--- config.mk ---
export PLATFORM = sky130hd
export DESIGN_NAME = mem_wb_stage_flat
export DESIGN_NICKNAME = d
export VERILOG_FILES = /design/src/rtl/mem_wb_stage_pkg.sv /design/src/rtl/mem_wb_stage_if.sv /design/src/rtl/mem_wb_stage_dmem_handshake_fsm.sv /design/src/rtl/mem_wb_stage.sv /design/src/flat_wrapper.sv
export SDC_FILE = /design/constraint.sdc
export NUM_CORES = 1
export LEC_CHECK = 0
export BUFFER_PORTS_ARGS = -buffer_cell sky130_fd_sc_hd__buf_2
export CORE_AREA = 2 2 139 277
export CTS_BUF_LIST = sky130_fd_sc_hd__clkbuf_16
export DETAILED_ROUTE_END_ITERATION = 16
export DIE_AREA = 0 0 141 279
export GPL_TIMING_DRIVEN = 0
export PLACE_DENSITY_LB_ADDON = 0.25
export SLEW_MARGIN = 20
export SYNTH_ARGS = -nofsm -noshare
export SYNTH_HDL_FRONTEND = slang
export SYNTH_HIERARCHICAL = 1
export SYNTH_SLANG_ARGS = --single-unit
--- constraint.sdc ---
create_clock -name clk -period 1.86 [get_ports clk]
set_input_delay 0 -clock clk [delete_from_list [all_inputs] [get_ports clk]]
set_output_delay 0 -clock clk [all_outputs]
set_load 0.01 [all_outputs]
--- src/rtl/mem_wb_stage_pkg.sv ---
// Shared definitions for the MEM stage: data-memory FSM encodings and defaults.
package mem_wb_stage_pkg;

    localparam int N_DEF        = 32;  // datapath / address width
    localparam int MAX_WAIT_DEF = 15;  // cycles dmem_req is held before abort
    localparam int CNT_W        = 4;   // width of the wait counter

    typedef enum logic {
        ST_IDLE = 1'b0,
        ST_WAIT = 1'b1
    } dmem_state_e;

endpackage

--- src/rtl/mem_wb_stage_if.sv ---
// Data-memory bus between the MEM stage (master) and the data memory (slave).
// Handshake: the master raises dmem_req with dmem_we/dmem_addr/dmem_wdata
// stable and holds all of them until it samples dmem_ack high on a falling
// clock edge; dmem_ack is a single-cycle pulse and dmem_rdata is valid only in
// that cycle. An ack arriving while no request is outstanding is ignored.
interface mem_wb_stage_if
    import mem_wb_stage_pkg::*;
#(
    parameter int N = N_DEF
) ();

    logic         dmem_req;
    logic         dmem_we;
    logic [N-1:0] dmem_addr;
    logic [N-1:0] dmem_wdata;
    logic [N-1:0] dmem_rdata;
    logic         dmem_ack;

    modport master (
        output dmem_req, dmem_we, dmem_addr, dmem_wdata,
        input  dmem_rdata, dmem_ack
    );

    modport slave (
        input  dmem_req, dmem_we, dmem_addr, dmem_wdata,
        output dmem_rdata, dmem_ack
    );

endinterface

--- src/rtl/mem_wb_stage_dmem_handshake_fsm.sv ---
// IDLE/WAIT request sequencer for the data memory: latches the access when it
// is accepted, holds dmem_req until ack, aborts after MAX_WAIT cycles of req.
module dmem_handshake_fsm
    import mem_wb_stage_pkg::*;
#(
    parameter int N        = N_DEF,
    parameter int MAX_WAIT = MAX_WAIT_DEF
) (
    input  logic         clk,
    input  logic         reset,
    input  logic         start_i,   // load/store present in EX/MEM
    input  logic         we_i,
    input  logic [N-1:0] addr_i,
    input  logic [N-1:0] wdata_i,
    input  logic         ack_i,
    output dmem_state_e  state_o,   // current state, also used for stall
    output logic         req_o,
    output logic         we_o,
    output logic [N-1:0] addr_o,
    output logic [N-1:0] wdata_o,
    output logic         done_o,    // ack accepted at the coming edge
    output logic         error_o
);

    dmem_state_e      state_q, state_d;
    logic [CNT_W-1:0] cnt_q, cnt_d;
    logic             timeout;
    logic             we_q;
    logic [N-1:0]     addr_q, wdata_q;
    logic             error_q;

    // Next state: counter runs 0..MAX_WAIT-1 so req is high for exactly MAX_WAIT cycles.
    always_comb begin
        state_d = state_q;
        cnt_d   = cnt_q;
        done_o  = 1'b0;
        timeout = 1'b0;
        case (state_q)
            ST_IDLE: begin
                if (start_i) begin
                    state_d = ST_WAIT;
                    cnt_d   = '0;
                end
            end
            ST_WAIT: begin
                if (ack_i) begin
                    done_o  = 1'b1;
                    state_d = ST_IDLE;
                    cnt_d   = '0;
                end else if (cnt_q == CNT_W'(MAX_WAIT - 1)) begin
                    timeout = 1'b1;
                    state_d = ST_IDLE;
                    cnt_d   = '0;
                end else begin
                    cnt_d = cnt_q + 1'b1;
                end
            end
            default: state_d = ST_IDLE;
        endcase
    end

    // State register, request latches and the sticky timeout flag.
    always_ff @(negedge clk or negedge reset) begin
        if (!reset) begin
            state_q <= ST_IDLE;
            cnt_q   <= '0;
            we_q    <= 1'b0;
            addr_q  <= '0;
            wdata_q <= '0;
            error_q <= 1'b0;
        end else begin
            state_q <= state_d;
            cnt_q   <= cnt_d;
            if (state_q == ST_IDLE && start_i) begin
                we_q    <= we_i;
                addr_q  <= addr_i;
                wdata_q <= wdata_i;
            end
            if (timeout) begin
                error_q <= 1'b1;
            end
        end
    end

    assign state_o = state_q;
    assign req_o   = (state_q == ST_WAIT);
    assign we_o    = we_q;
    assign addr_o  = addr_q;
    assign wdata_o = wdata_q;
    assign error_o = error_q;

endmodule

--- src/rtl/mem_wb_stage.sv ---
// MEM stage plus MEM/WB register: data-memory access with stall, branch/jump
// resolution with PC redirect and flush, and the write-back register.
module mem_wb_stage
    import mem_wb_stage_pkg::*;
#(
    parameter int N        = N_DEF,
    parameter int MAX_WAIT = MAX_WAIT_DEF
) (
    input  logic           clk,
    input  logic           reset,
    input  logic           mem_read,
    input  logic           mem_write,
    input  logic           reg_write,
    input  logic           mem_to_reg,
    input  logic           branch_eq,
    input  logic           branch_ne,
    input  logic           jump,
    input  logic           jr_sel,
    input  logic           zero,
    input  logic [N-1:0]   pc_target,
    input  logic [N-1:0]   alu_result,
    input  logic [N-1:0]   read_data2,
    input  logic [N-1:0]   read_data1,
    input  logic [4:0]     write_reg,
    input  logic [N-1:0]   pc_4,
    input  logic [N-1:0]   inst,
    mem_wb_stage_if.master dmem,
    output logic           stall,
    output logic           redirect_valid,
    output logic [N-1:0]   redirect_pc,
    output logic           flush,
    output logic           wb_reg_write,
    output logic [4:0]     wb_write_reg,
    output logic [N-1:0]   wb_write_data,
    output logic [N-1:0]   wb_pc_4,
    output logic [N-1:0]   wb_inst,
    output logic           dmem_error
);

    dmem_state_e  fsm_state;
    logic         in_idle, mem_op, fsm_done, taken;
    logic         ctl_reg_write_q, ctl_mem_to_reg_q;
    logic [4:0]   ctl_write_reg_q;
    logic [N-1:0] ctl_pc_4_q, ctl_inst_q;
    logic         wb_reg_write_q, wb_reg_write_d;
    logic [4:0]   wb_write_reg_q, wb_write_reg_d;
    logic [N-1:0] wb_write_data_q, wb_write_data_d;
    logic [N-1:0] wb_pc_4_q, wb_pc_4_d;
    logic [N-1:0] wb_inst_q, wb_inst_d;

    dmem_handshake_fsm #(.N(N), .MAX_WAIT(MAX_WAIT)) u_fsm (
        .clk     (clk),
        .reset   (reset),
        .start_i (mem_op),
        .we_i    (mem_write),
        .addr_i  (alu_result),
        .wdata_i (read_data2),
        .ack_i   (dmem.dmem_ack),
        .state_o (fsm_state),
        .req_o   (dmem.dmem_req),
        .we_o    (dmem.dmem_we),
        .addr_o  (dmem.dmem_addr),
        .wdata_o (dmem.dmem_wdata),
        .done_o  (fsm_done),
        .error_o (dmem_error)
    );

    assign in_idle = (fsm_state == ST_IDLE);
    assign mem_op  = mem_read | mem_write;

    // Stall and redirect are combinational so the flush removes the branch from
    // EX/MEM at the very edge that loads the new PC; a memory op suppresses it.
    always_comb begin
        stall          = (in_idle & mem_op) | (~in_idle & ~dmem.dmem_ack);
        taken          = (branch_eq & zero) | (branch_ne & ~zero) | jump | jr_sel;
        redirect_valid = in_idle & ~mem_op & taken;
        flush          = redirect_valid;
        redirect_pc    = jr_sel ? read_data1 : pc_target;
    end

    // Capture write-back controls of a memory op when it is accepted; stores never write.
    always_ff @(negedge clk or negedge reset) begin
        if (!reset) begin
            ctl_reg_write_q  <= 1'b0;
            ctl_mem_to_reg_q <= 1'b0;
            ctl_write_reg_q  <= '0;
            ctl_pc_4_q       <= '0;
            ctl_inst_q       <= '0;
        end else if (in_idle && mem_op) begin
            ctl_reg_write_q  <= reg_write & ~mem_write;
            ctl_mem_to_reg_q <= mem_to_reg;
            ctl_write_reg_q  <= write_reg;
            ctl_pc_4_q       <= pc_4;
            ctl_inst_q       <= inst;
        end
    end

    // MEM/WB next value: bubble with held data unless an instruction completes.
    always_comb begin
        wb_reg_write_d  = 1'b0;
        wb_write_reg_d  = wb_write_reg_q;
        wb_write_data_d = wb_write_data_q;
        wb_pc_4_d       = wb_pc_4_q;
        wb_inst_d       = wb_inst_q;
        if (in_idle && !mem_op) begin
            wb_reg_write_d  = reg_write;
            wb_write_reg_d  = write_reg;
            wb_write_data_d = alu_result;
            wb_pc_4_d       = pc_4;
            wb_inst_d       = inst;
        end else if (fsm_done) begin
            wb_reg_write_d  = ctl_reg_write_q;
            wb_write_reg_d  = ctl_write_reg_q;
            wb_write_data_d = ctl_mem_to_reg_q ? dmem.dmem_rdata : dmem.dmem_addr;
            wb_pc_4_d       = ctl_pc_4_q;
            wb_inst_d       = ctl_inst_q;
        end
    end

    // MEM/WB pipeline register.
    always_ff @(negedge clk or negedge reset) begin
        if (!reset) begin
            wb_reg_write_q  <= 1'b0;
            wb_write_reg_q  <= '0;
            wb_write_data_q <= '0;
            wb_pc_4_q       <= '0;
            wb_inst_q       <= '0;
        end else begin
            wb_reg_write_q  <= wb_reg_write_d;
            wb_write_reg_q  <= wb_write_reg_d;
            wb_write_data_q <= wb_write_data_d;
            wb_pc_4_q       <= wb_pc_4_d;
            wb_inst_q       <= wb_inst_d;
        end
    end

    assign wb_reg_write  = wb_reg_write_q;
    assign wb_write_reg  = wb_write_reg_q;
    assign wb_write_data = wb_write_data_q;
    assign wb_pc_4       = wb_pc_4_q;
    assign wb_inst       = wb_inst_q;

endmodule

--- src/flat_wrapper.sv ---
// flat-port wrapper written by rule: the top's interface ports become plain ports
module mem_wb_stage_flat import mem_wb_stage_pkg::*;
#(
    parameter int N        = N_DEF,
    parameter int MAX_WAIT = MAX_WAIT_DEF
)
  (clk, reset, mem_read, mem_write, reg_write, mem_to_reg, branch_eq, branch_ne, jump, jr_sel, zero, pc_target, alu_result, read_data2, read_data1, write_reg, pc_4, inst, stall, redirect_valid, redirect_pc, flush, wb_reg_write, wb_write_reg, wb_write_data, wb_pc_4, wb_inst, dmem_error, dmem_dmem_req, dmem_dmem_we, dmem_dmem_addr, dmem_dmem_wdata, dmem_dmem_rdata, dmem_dmem_ack);
  mem_wb_stage_if #(.N(N)) dmem_i ();
  input  logic clk;
  input  logic reset;
  input  logic mem_read;
  input  logic mem_write;
  input  logic reg_write;
  input  logic mem_to_reg;
  input  logic branch_eq;
  input  logic branch_ne;
  input  logic jump;
  input  logic jr_sel;
  input  logic zero;
  input  logic [N-1:0] pc_target;
  input  logic [N-1:0] alu_result;
  input  logic [N-1:0] read_data2;
  input  logic [N-1:0] read_data1;
  input  logic [4:0] write_reg;
  input  logic [N-1:0] pc_4;
  input  logic [N-1:0] inst;
  output logic stall;
  output logic redirect_valid;
  output logic [N-1:0] redirect_pc;
  output logic flush;
  output logic wb_reg_write;
  output logic [4:0] wb_write_reg;
  output logic [N-1:0] wb_write_data;
  output logic [N-1:0] wb_pc_4;
  output logic [N-1:0] wb_inst;
  output logic dmem_error;
  output wire logic [$bits(dmem_i.dmem_req)-1:0] dmem_dmem_req;
  output wire logic [$bits(dmem_i.dmem_we)-1:0] dmem_dmem_we;
  output wire logic [$bits(dmem_i.dmem_addr)-1:0] dmem_dmem_addr;
  output wire logic [$bits(dmem_i.dmem_wdata)-1:0] dmem_dmem_wdata;
  input wire logic [$bits(dmem_i.dmem_rdata)-1:0] dmem_dmem_rdata;
  input wire logic [$bits(dmem_i.dmem_ack)-1:0] dmem_dmem_ack;
  assign dmem_dmem_req = dmem_i.dmem_req;
  assign dmem_dmem_we = dmem_i.dmem_we;
  assign dmem_dmem_addr = dmem_i.dmem_addr;
  assign dmem_dmem_wdata = dmem_i.dmem_wdata;
  assign dmem_i.dmem_rdata = dmem_dmem_rdata;
  assign dmem_i.dmem_ack = dmem_dmem_ack;
  mem_wb_stage #(.N(N), .MAX_WAIT(MAX_WAIT)) u_core (.clk(clk), .reset(reset), .mem_read(mem_read), .mem_write(mem_write), .reg_write(reg_write), .mem_to_reg(mem_to_reg), .branch_eq(branch_eq), .branch_ne(branch_ne), .jump(jump), .jr_sel(jr_sel), .zero(zero), .pc_target(pc_target), .alu_result(alu_result), .read_data2(read_data2), .read_data1(read_data1), .write_reg(write_reg), .pc_4(pc_4), .inst(inst), .dmem(dmem_i), .stall(stall), .redirect_valid(redirect_valid), .redirect_pc(redirect_pc), .flush(flush), .wb_reg_write(wb_reg_write), .wb_write_reg(wb_write_reg), .wb_write_data(wb_write_data), .wb_pc_4(wb_pc_4), .wb_inst(wb_inst), .dmem_error(dmem_error));
endmodule
==> results.md, run 1 <==
- Arr. time, crit path: 2.72 ns
- Mux cell area share after synthesis: 0.277
- First-pass GRT wire length: about 57000 um
- Largest net degree at the start of global routing: 95
- Synth unique cells: 32
- Failing checks: setup timing
- Compound-Gate Fraction of Synth Area: 0.0808
- Ys Warns: 6
- Leading cell types in the layout, fill and taps excluded: buf_2, dfrtn_1, buf_4, mux2_2, buf_6
- Reg-to-Reg Start: u_core/u_fsm/req_o
- R2r setup slk: 0.06 ns
- Num CTS Buffers: 25
- Die extent in y: ~280 um
- TritonCTS clock tree: done
- Max capacitance violation total: 0
- Number of global-route vias before repair: roughly 9500
- PD cells: 1480 nW/um^2
- FFs w/ async S/R, synth: 1.00
- Avg WL per Cell: roughly 20 um
- Maximum fanout along the worst path: 2
- DRT antenna net count: 0
- Die Area: just under 40000 sq um
- Leak pwr: about 8.0 nW
- Setup TNS: -27.10 ns
- Clk root buf: clkbuf_16
- Top FF cell, synth: dfrtn_1
- Rel. slew slack: 0.644
- Setup CP Type: reg2out
- Worst-path clk slew: about 0.05 ns
- Final Max Tran Viols: 0
- Via count: just under 9000
- Critical Path Start: u_core/u_fsm/req_o
- Mapped Nets: approximately 1100
- Total GRT Usage: 0.188
- Placer Congestion: roughly 0.91
- Setup-failing EPs final: ~170
- Status: finished with violations
- Post-Syn Area: 11000 sq um
- DP HPWL: about 28000 um
- Share of cells above drive strength 1: 0.579
- RR Endpoint: u_core/wb_pc_4[26]
- Post-synthesis simple-gate area fraction: 0.0445
- WHS: between 0.2 and 0.25 ns
- Syn Inst Count: between 800 and 900
- Nature of the critical path endpoint: output port
- Final wirelength: between 30000 and 40000 um
- Initial antenna violation count: 3
- Port bufs: between 400 and 500
- Clk_lat worst skew: between 0.5 and 0.6 ns
- Vias per inst: 4.65
- Post-route setup slack: -0.860 ns
- Area Overhead vs Synth: 49.0%
- Drt pass-1 iters: 5
- Worst R2R Path Depth: 9
- CP Data Required Time: around 1.9 ns
- Hold Crit Class: in2async
- Startpoint Class: register
- Setup Skew: approximately 0.014 ns
- Residual DRC: 0
- GR Overflow Total: 0
- Commonest non-fill, non-tap cell in the layout: buf_2
- Maximum VDD drop: 0.000927 V
- Die Width: between 100 and 150 um
- Slew @ Worst Pin: ~0.53 ns
- Final Cell Area: around 16000 sq um
- Total Nets Final: about 1700
- I/O pins: approximately 450
- Post-synthesis sequential area ratio: 0.554
- Core area: ~37000 sq um
- H-tree depth reported by CTS: 1
- Yosys reg bits: between 200 and 250
- TritonCTS Sinks: ~240
- RSZ-0062 raised after global routing: true
- XOR/XNOR share of the synthesized area: 0.000794
- # rows: 100
- Clk buf depth: 3
- Initial Util: 0.297
- EDFF count, synth: 0
- Adder-cell share of the synthesized area: 0.00227
- Largest family of logic cells by synthesized area: multiplexers
- Final Hold Viols: 0
- Synth Area per Inst: about 13 sq um
- Dpl cell area: approximately 14000 sq um
- Tot Pwr: between 20 and 25 mW
- Detailed Route Iter0 Violations: approximately 300
through the flow:
stage,std cells,setup WS (ns),util
floorplan,843,-0.556,-
global placement,1745,-4.54,0.375
detailed placement,1747,-1.14,0.376
CTS,1871,-0.931,0.424
global route,1922,-0.955,0.442
finish,1922,-0.860,0.442
critical path, stage by stage (launching register included):
cell,delay [ns]
dfrtn_1,0.36
buf_6,0.13
nor3_4,0.17
buf_6,0.15
buf_12,0.10
o31a_1,0.14
buf_4,0.12
buf_6,0.09
layout make-up:
cell class	count	area (sq um)
fillers	3557	20700
inverters	2	7.51
diodes	2	5.00
flip-flops and latches	244	6110
multi-input cells	535	4500
repair buffers	574	3870
well taps	459	574
plain buffers	62	628
clock inverters	19	114
clock buffers	25	626
Yosys cell counts (2+ instances only):
library cell | count | area (sq um)
mux2i_1 | 101 | 1010
inv_1 | 2 | 7.51
mux2_2 | 129 | 1450
nand2_1 | 77 | 289
a211oi_1 | 32 | 240
dfrtn_1 | 244 | 6110
clkbuf_4 | 3 | 22.5
buf_4 | 20 | 150
clkbuf_1 | 12 | 45.0
buf_2 | 18 | 90.1
ha_1 | 2 | 25.0
nand3_1 | 3 | 15.0
buf_12 | 4 | 80.1
nand2b_1 | 2 | 12.5
o21ai_0 | 73 | 365
a21o_1 | 32 | 240
mux2_4 | 39 | 586
buf_6 | 4 | 45.0
nor2_1 | 33 | 124
where the power goes:
| part | switching [mW] | total [mW] | internal, mW |
|---|---|---|---|
| Sequential | 1.29 | 8.92 | 7.63 |
| Clock | 2.16 | 4.74 | 2.58 |
| Combinational | 4.46 | 10.6 | 6.16 |
per-layer routing:
layer	share of wire	up-vias	wire, um	track usage
li1	-	4181	-	-
met1	0.38	4404	14800	0.220
met2	0.54	290	20800	0.346
met3	0.058	52	2260	0.0352
met4	0.024	2	942	0.0559
met5	0.00028	-	11	0
cells by family after synthesis:
logic type,count (synthesis)
multiplexers,269
flip-flops,244
AO/OA/AOI/OAI,143
AND/OR/NAND/NOR,120
buffers and inverters,64
adder cells (fa/ha/maj),2
XOR/XNOR,1
how the worst max path moves through the flow:
stage	to	slack (ns)	cells past startpoint
floorplan	redirect_valid	-0.56	6
global placement	u_core/u_fsm/wdata_o[1]	-4.54	1
detailed placement	redirect_valid	-1.14	7
CTS	redirect_valid	-0.93	7
global route	redirect_valid	-0.96	7
finish	redirect_valid	-0.86	7
repair_timing:
item,CTS,global route
buffers inserted,80,44
endpoints found under the hold margin,0,0
hold buffers,0,0
cloned,0,5
setup endpoints to repair,291,240
pin swaps,1,0
gates resized for setup,96,65
No activity file was read; power rests on OpenSTA's default activity.
==> run 2: changes to the inputs <==
- CORE_AREA: 2 2 139 277 -> 2 2 175 177
- CTS_CLUSTER_DIAMETER: default -> 30
- DIE_AREA: 0 0 141 279 -> 0 0 177 179
==> run 2 against run 1 <==
Net effect:
- the run still ends with setup timing left
- clock power is 120% higher
- sequential cell count did not move
- register-to-register slack is essentially flat
- wire length decreased by 5.3%
- total power is 23% higher
- global-route usage grew 3.2 points
- critical path depth fell by 1
- critical path type unchanged
- highest routed layer unchanged
==> results.md, run 2 (same netlist as run 1, synthesis figures left out) <==
- Status: finished with violations
- Failing checks: setup timing
- Setup-failing EPs final: ~170
- Detailed Route Iter0 Violations: 358
- Final Max Tran Viols: 0
- H-tree depth reported by CTS: 2
- Die extent in y: around 180 um
- Area of the multi-input gates: roughly 4500 sq um
- Hold Crit Class: in2async
- Clk buf depth: 3
- Avg WL per Cell: 19.0 um
- Residual DRC: 0
- Fill cells: ~2500
- Slowest Stage Delay on Critical Path: between 0.3 and 0.4 ns
- Clk_lat worst skew: 0.56 ns
- Startpoint Class: register
- Via count: ~9300
- Slew @ Worst Pin: around 0.49 ns
- Max capacitance violation total: 0
- Area Overhead vs Synth: 59.7%
- Die Area: roughly 32000 sq um
- Critical path's top delay family: buffers and inverters
- Placer Congestion: 0.843
- Reg-to-Reg Start: u_core/u_fsm/req_o
- RR Endpoint: u_core/wb_write_data[15]
- GR Overflow Total: 0
- Total Nets Final: between 1500 and 2000
- Nature of the critical path endpoint: output port
- Final wirelength: approximately 37000 um
- Worst-path clk slew: 0.04 ns
- Dpl ws: -1.09 ns
- Num CTS Buffers: 59
- TritonCTS clock tree: done
- Leading cell types in the layout, fill and taps excluded: buf_2, dfrtn_1, buf_4, mux2_2, mux2i_1
- Worst R2R Path Depth: 9
- Arr. time, crit path: roughly 2.7 ns
- # rows: 64
- Post-Place Cells: ~1700
- R2r setup slk: roughly 0.050 ns
- RSZ-0062 raised after global routing: true
- WP depth: 6
- Maximum VDD drop: 0.00101 V
- Post-route setup slack: -0.799 ns
- DP HPWL: between 20000 and 30000 um
- Setup CP Type: reg2out
- TritonCTS Sinks: roughly 240
- Critical Path Sink: redirect_valid
- Number of global-route vias before repair: 9478
- Share of cells above drive strength 1: 0.591
- Setup Skew: 0.0252 ns
- Clk root buf: clkbuf_16
- Finished Core Util: 0.586
- I/O pins: 445
- Drt pass-1 iters: 4
- Critical Path Start: u_core/u_fsm/req_o
- Initial antenna violation count: 7
- Rel. slew slack: 0.676
- Non-Filler Instances: 1938
- Initial Util: 0.367
- Vias per inst: 4.81
- Port bufs: 443
- CP max-delay cell: dfrtn_1
- Reg area: ~6100 sq um
- Core area: approximately 30000 sq um
- CP Data Required Time: ~1.9 ns
- Commonest non-fill, non-tap cell in the layout: buf_2
- PD cells: 1690 nW/um^2
- Total GRT Usage: 0.220
- Crit path cell chain: buf_6 -> nor3_4 -> buf_6 -> o31a_1 -> buf_4 -> buf_6
- Maximum fanout along the worst path: 3
- Die Width: 177 um
- Most used cell, CP: buf_6
- Largest net degree at the start of global routing: 93
- Critical path buffer and inverter count: 4
- Final Hold Viols: 0
- First-pass GRT wire length: between 50000 and 60000 um
- DRT antenna net count: 0
- Leak pwr: 8.72 nW
==> run 2: changes by cell type in the layout (fill, tap and decap cells not counted), sizes merged <==
cell and change:
clkinvlp +5, clkbuf +31, clkinv +9, diode +1, inv +8, buf +16
bufinv +9
==> run 2: worst min path at each step <==
stage / from / to / slack (ns) / depth (start not counted)
floorplan: dmem_dmem_ack / stall / 0.08 / 1
global placement: dmem_dmem_ack / stall / 0.31 / 3
detailed placement: pc_target[12] / redirect_pc[12] / 0.31 / 3
CTS: reset / u_core/u_fsm/addr_o[18] / 0.11 / 1
global route: reset / u_core/wb_write_data[19] / 0.12 / 1
finish: reset / u_core/u_fsm/addr_o[18] / 0.12 / 1
==> run 2: layout make-up <==
type                    instances  share of cell area
repair buffers                588               0.221
diodes                          3            0.000426
inverters                       2            0.000426
clock buffers                  59              0.0838
plain buffers                  61              0.0345
clock inverters                50              0.0308
multi-input cells             535               0.255
flip-flops and latches        244               0.347
well taps                     396              0.0281
==> run 2: power by group <==
| part | internal (mW) | leakage (nW) | switching, mW |
|---|---|---|---|
| logic | 6.24 | 4.84 | 4.45 |
| registers | 7.65 | 2.88 | 1.24 |
| clock network | 7.09 | 1.01 | 3.18 |
| total | 21.0 | 8.72 | 8.87 |
==> run 2: per-layer routing <==
| layer | wire length (um) | track usage | share of wire | vias to the layer above |
|---|---|---|---|---|
| li1 | - | - | - | 4328 |
| met1 | 14000 | 0.250 | 0.38 | 4531 |
| met2 | 19200 | 0.394 | 0.52 | 364 |
| met3 | 2170 | 0.0443 | 0.059 | 88 |
| met4 | 1450 | 0.103 | 0.039 | 2 |
| met5 | 13 | 0 | 0.00035 | - |
==> run 2: per-stage QoR <==
step | total power [mW] | hold WS (ns) | setup TNS [ns] | cell area (sq um)
global route | 31.3 | 0.120 | -35.24 | 17600
global placement | 16.4 | 0.306 | -1198.75 | 13800
finish | 29.8 | 0.115 | -29.57 | 17600
floorplan | 13.4 | 0.0815 | -8.53 | 11100
CTS | 28.9 | 0.110 | -32.37 | 17000
detailed placement | 16.7 | 0.309 | -113.41 | 13900
==> run 2: what timing repair did <==
action	4_1_cts	5_1_grt
gates resized for setup	92	56
setup endpoints to repair	288	279
gates cloned	0	3
hold buffers	0	0
hold endpoints to repair	0	0
pin swaps	1	0
setup buffers	81	59
